===== src/rtl/fwd_hazard_unit_pkg.sv =====
// fwd_hazard_unit_pkg: shared constants and slot record for the forwarding/hazard unit.
package fwd_hazard_unit_pkg;
    localparam int REG_ADDR_W  = 5;
    localparam int FWD_REGFILE = 0;
    // Wide enough for any practical MAX_LAT; the slot zero-extends its latency input.
    localparam int SLOT_CNT_W  = 16;

    typedef struct packed {
        logic                  valid;
        logic [REG_ADDR_W-1:0] rd;
        logic [SLOT_CNT_W-1:0] cnt;
    } slot_t;
endpackage


===== src/rtl/fwd_hazard_unit_mc_slot.sv =====
// mc_slot: one multi-cycle scoreboard entry counting down until its result is written.
module mc_slot
    import fwd_hazard_unit_pkg::*;
#(
    parameter int NUM_RS = 2,
    parameter int LAT_W  = 4
) (
    input  logic                         clk,
    input  logic                         rst_n,
    input  logic                         i_load,
    input  logic                         i_flush,
    input  logic [REG_ADDR_W-1:0]        i_rd,
    input  logic [LAT_W-1:0]             i_lat,
    input  logic [REG_ADDR_W*NUM_RS-1:0] i_rs_addr,
    output logic                         o_valid,
    output logic [NUM_RS-1:0]            o_match
);
    slot_t                 r_slot;
    logic [SLOT_CNT_W-1:0] w_lat;

    // A zero latency still occupies the slot for one cycle.
    assign w_lat = (i_lat == '0) ? SLOT_CNT_W'(1) : SLOT_CNT_W'(i_lat);

    always_ff @(posedge clk or negedge rst_n) begin
        if (!rst_n)
            r_slot <= '0;
        else if (i_flush)
            r_slot <= '0;
        else if (i_load)
            r_slot <= slot_t'{valid: 1'b1, rd: i_rd, cnt: w_lat};
        else if (r_slot.valid)
            r_slot <= (r_slot.cnt == SLOT_CNT_W'(1)) ? '0 :
                      slot_t'{valid: 1'b1, rd: r_slot.rd, cnt: r_slot.cnt - SLOT_CNT_W'(1)};
    end

    assign o_valid = r_slot.valid;

    for (genvar g = 0; g < NUM_RS; g++) begin : g_match
        assign o_match[g] = r_slot.valid && (r_slot.rd == i_rs_addr[g*REG_ADDR_W +: REG_ADDR_W]);
    end
endmodule


===== src/rtl/fwd_hazard_unit.sv =====
// fwd_hazard_unit: operand forwarding select plus load-use and multi-cycle scoreboard stall.
module fwd_hazard_unit
    import fwd_hazard_unit_pkg::*;
#(
    parameter int NUM_SRC  = 3,
    parameter int NUM_RS   = 2,
    parameter int MC_SLOTS = 2,
    parameter int MAX_LAT  = 15,
    localparam int LAT_W   = $clog2(MAX_LAT + 1),
    localparam int SEL_W   = $clog2(NUM_SRC + 1)
) (
    input  logic                          clk,
    input  logic                          rst_n,
    input  logic [NUM_SRC-1:0]            i_src_regwrite,
    input  logic [REG_ADDR_W*NUM_SRC-1:0] i_src_rd,
    input  logic [NUM_SRC-1:0]            i_src_ready,
    input  logic [NUM_RS-1:0]             i_rs_used,
    input  logic [REG_ADDR_W*NUM_RS-1:0]  i_rs_addr,
    output logic [SEL_W*NUM_RS-1:0]       o_fwd_sel,
    input  logic                          i_mc_issue,
    input  logic [REG_ADDR_W-1:0]         i_mc_rd,
    input  logic [LAT_W-1:0]              i_mc_lat,
    output logic                          o_mc_full,
    input  logic                          i_flush,
    output logic                          o_stall,
    output logic [15:0]                   o_stall_cnt
);
    logic [NUM_RS-1:0]   w_rs_live;
    logic [NUM_RS-1:0]   w_load_use;
    logic [MC_SLOTS-1:0] w_valid;
    logic [MC_SLOTS-1:0] w_load;
    logic [NUM_RS-1:0]   w_match [MC_SLOTS];
    logic                w_sb_hit;
    logic                w_issue_ok;
    logic                w_found;
    logic [15:0]         r_stall_cnt;

    for (genvar g = 0; g < NUM_RS; g++) begin : g_live
        assign w_rs_live[g] = i_rs_used[g] && (i_rs_addr[g*REG_ADDR_W +: REG_ADDR_W] != '0);
    end

    // Walk sources oldest to youngest so the youngest match wins.
    always_comb begin
        o_fwd_sel  = {NUM_RS{SEL_W'(FWD_REGFILE)}};
        w_load_use = '0;
        for (int j = 0; j < NUM_RS; j++)
            for (int k = NUM_SRC - 1; k >= 0; k--)
                if (w_rs_live[j] && i_src_regwrite[k] &&
                    i_src_rd[k*REG_ADDR_W +: REG_ADDR_W] == i_rs_addr[j*REG_ADDR_W +: REG_ADDR_W]) begin
                    o_fwd_sel[j*SEL_W +: SEL_W] = SEL_W'(k + 1);
                    w_load_use[j]               = !i_src_ready[k];
                end
    end

    always_comb begin
        w_sb_hit = 1'b0;
        for (int i = 0; i < MC_SLOTS; i++)
            w_sb_hit = w_sb_hit | (|(w_match[i] & w_rs_live));
    end

    assign o_stall    = (|w_load_use) || w_sb_hit;
    assign o_mc_full  = &w_valid;
    assign w_issue_ok = i_mc_issue && (i_mc_rd != '0) && !i_flush && !o_mc_full;

    // Only slots empty at cycle start are candidates, so an expiring slot is never reused.
    always_comb begin
        w_load  = '0;
        w_found = 1'b0;
        for (int i = 0; i < MC_SLOTS; i++)
            if (!w_valid[i] && !w_found) begin
                w_load[i] = w_issue_ok;
                w_found   = 1'b1;
            end
    end

    for (genvar g = 0; g < MC_SLOTS; g++) begin : g_slot
        mc_slot #(.NUM_RS(NUM_RS), .LAT_W(LAT_W)) u_slot (
            .clk       (clk),
            .rst_n     (rst_n),
            .i_load    (w_load[g]),
            .i_flush   (i_flush),
            .i_rd      (i_mc_rd),
            .i_lat     (i_mc_lat),
            .i_rs_addr (i_rs_addr),
            .o_valid   (w_valid[g]),
            .o_match   (w_match[g])
        );
    end

    always_ff @(posedge clk or negedge rst_n) begin
        if (!rst_n)
            r_stall_cnt <= '0;
        else if (o_stall && r_stall_cnt != 16'hFFFF)
            r_stall_cnt <= r_stall_cnt + 16'd1;
    end

    assign o_stall_cnt = r_stall_cnt;
endmodule


===== config.mk =====
export PLATFORM = sky130hd
export DESIGN_NAME = fwd_hazard_unit
export DESIGN_NICKNAME = d
export VERILOG_FILES = /design/src/rtl/fwd_hazard_unit_pkg.sv /design/src/rtl/fwd_hazard_unit_mc_slot.sv /design/src/rtl/fwd_hazard_unit.sv
export SDC_FILE = /design/constraint.sdc
export NUM_CORES = 1
export LEC_CHECK = 0
export CORE_ASPECT_RATIO = 1.2
export CORE_MARGIN = 1.5
export CORE_UTILIZATION = 49
export CTS_CLUSTER_DIAMETER = 30
export CTS_CLUSTER_SIZE = 16
export DETAILED_ROUTE_END_ITERATION = 12
export GPL_TIMING_DRIVEN = 1
export PLACE_DENSITY_LB_ADDON = 0.1
export SYNTH_ARGS = -nofsm -noshare
export SYNTH_HDL_FRONTEND = slang
export SYNTH_HIERARCHICAL = 1
export SYNTH_SLANG_ARGS = --single-unit

===== constraint.sdc =====
create_clock -name clk -period 2.13 [get_ports clk]
set_input_delay 0.426 -clock clk [delete_from_list [all_inputs] [get_ports clk]]
set_output_delay 0.426 -clock clk [all_outputs]
set_load 0.01 [all_outputs]

==> out/metrics.yaml <==
status: "finished with violations"
violations: "setup timing"
first_pass_iters: 4
cts_max_level: 3
fin_setup_tns_ps: -4220
die_w_um: 86.4
num_rows: 36
setup_viol: 21
p_int_mw: 2.58
path_class: "input port to output pin"
cts_tree: "yes"
vias: 4067
skew_ps: 12.2
peakVddDrop_mv: 0.433
numCtsBuffers: 9
dieArea_mm2: 0.00890
p_sw_share_pct: 32.5
cp-start-kind: "input port"
clkSinkCount: 60
clockBufferDepth: 2
power_mw: 3.83
fin_nets: 632
finalWorstSetupSlack_ps: -286
core_region_area_mm2: 0.00811
layout_min_cycle_time_ps: 2420
ctsHoldBuffers: 0
critPathCaptureType: "output pin"
vias_per_cell: 5.97
diodes: 0
gr-total-overflow: 0
drtIter0Drc: 244
maxCapViolations: 0
ios: 68
synthTopCellsByArea: "dfrtp_1 (37%), xnor2_1 (8.6%), xor2_1 (5.4%)"
drc: 0
p_leak_nw: 2.64
drive_above_1_share_pct: 32.4
yosys.area.top_type_share_pct: 36.7
pwr-share-seq_pct: 36.6
ant_nets: 0
postLayoutCellArea_mm2: 0.00599
fmax_mhz: 414
syn2layout_area_growth_pct: 46.5
drv_slew: 0
combPwrFrac_pct: 31.7
grt_use_total_pct: 27.5
placedCellCount: 650
arrival_ps: 1990
synth_common_cells: "dfrtp_1 (60), xnor2_1 (40), nor2_1 (30)"
async_reset_ff_share_pct: 100
yosysSeqAreaShare_pct: 36.7
finalCritPeriodShare_pct: 113
synth_cells: 433
worstMarginPinSlew_ps: 489
start_util_pct: 50.4
hp-class: "input port to async pin"
syn_area_per_cell_um2: 9.44
syn-num-nets: 484
port_buffers: 67
placed_cell_area_mm2: 0.00535
routedWlPerCell_um: 17.1
synth_most_common_cell: "dfrtp_1"
hold_ws_ps: 35.6
routed_wirelength_mm: 11.6
synth_edf_count: 0
clk_latency_ps: 340
ys.flop_type: "dfrtp_1"
cp.required_ps: 1700
root_buffer: "clkbuf_8"
yosysTopAreaCell: "dfrtp_1"
ys_warn_count: 6
hpwl_mm: 8.30
globalplace.congestion: 0.899
synth.distinct_cells: 72
clk_pin_slew_ps: 70
rsz0062_at_grt: "true"
hold_viol: 0
grt_pass1_wl_mm: 19.2
nFillCells: 577
grt_pass1_vias: 4071
power.density_mw_per_mm2: 639
antenna_found_initial: 0
die_y_um: 103
p_clk_share_pct: 31.7
p_switching_mw: 1.24
synthesis.area_mm2: 0.00409
ys_ff_latch: 60
critPathMaxFanout: 3
final_cells: 681
grt_max_degree: 41
maxSlewHeadroom_pct: 67.4
-- final timing paths --
path                            cells past startpoint  slack [ps]                                     from                                       to
worst max-delay path                               10        -290                             i_rs_addr[7]                                  o_stall
worst min-delay path                                1          40                                    rst_n               o_stall_cnt[5]$_DFFE_PN0P_
worst max register to register                     12        -130  g_slot[1].u_slot/r_slot[17]$_DFFE_PN0P_               o_stall_cnt[7]$_DFFE_PN0P_
worst min register to register                      1         490               o_stall_cnt[9]$_DFFE_PN0P_               o_stall_cnt[9]$_DFFE_PN0P_
max in group asynchronous                           2        1500                                    rst_n  g_slot[1].u_slot/r_slot[15]$_DFFE_PN0P_
min in group clk                                    1         490               o_stall_cnt[9]$_DFFE_PN0P_               o_stall_cnt[9]$_DFFE_PN0P_
-- cell families (layout without fill, tap and decap cells) --
group | Yosys count | after routing | share of synthesized area (%)
buf+inv | 26 | 178 | 3.30
xor+xnor | 66 | 66 | 14.3
flops | 60 | 60 | 36.7
simple gates | 179 | 180 | 27.2
fa+ha+maj | 5 | 5 | 1.53
compound gates | 93 | 93 | 15.9
mux | 4 | 4 | 1.04
-- cells in the final DEF (no fill, tap or decap), types with 15 or more instances in the layout --
cell type        netlist  layout
nor2_1                30      28
clkdlybuf4s50_1        0      33
buf_6                  4      16
xnor2_1               40      36
dfrtp_1               60      60
nand2_1               28      25
buf_4                  0      66
xor2_1                25      22
nand4_1               15      15
a21oi_1               22      19
-- state kept, by name, indices dropped and copies added, names as in the netlist --
| signal | cells |
|---|---|
| g_slot.u_slot/o_valid | 2 |
| g_slot.u_slot/r_slot | 42 |
| o_stall_cnt | 16 |
-- routing by layer --
layer / up-vias / global-route usage, % / part of all wire (%)
li1: 1906 / - / -
met1: 1978 / 34.5 / 42
met2: 153 / 47.1 / 50
met3: 30 / 4.40 / 5.2
met4: 0 / 11.3 / 2.9
met5: - / 0 / 0
-- what timing repair did --
item | in CTS | in global routing
pin swaps | 39 | 26
endpoints found under the hold margin | 0 | 0
resized for setup | 133 | 34
setup endpoints to repair | 54 | 35
setup buffers | 12 | 3
cloned | 1 | 0
-- worst max-delay path, stage by stage --
cell	delay, ps
buf_6	90
buf_6	110
xor2_1	190
nor4_4	340
buf_4	180
nand4b_1	140
buf_4	190
o21ai_4	70
nand3_4	110
buf_6	140
-- stage by stage --
stage	utilization (%)	worst slack, ps
after floorplan	-	-152
after global placement	66.0	-1110
after detailed placement	66.0	-1220
after CTS	72.1	-278
after global routing	73.9	-346
final	73.9	-286
-- power by group through the flow --
stage	combinational [mW]	clock (mW)	sequential, mW
finish	1.21	1.21	1.40
global route	1.32	1.28	1.42
CTS	1.15	1.23	1.39
detailed placement	1.10	0	1.41
global placement	1.08	0	1.40
floorplan	0.670	0	1.38
-- layout make-up --
class	instances	area, µm²	area share, %
clock buffers	12	165	2.76
inverters	13	48.8	0.815
repair buffers	149	1320	22.0
flip-flops and latches	60	1500	25.1
multi-input cells	348	2770	46.2
well taps	95	119	1.98
clock inverters	4	70.1	1.17
(Power assumes the default switching activity.)
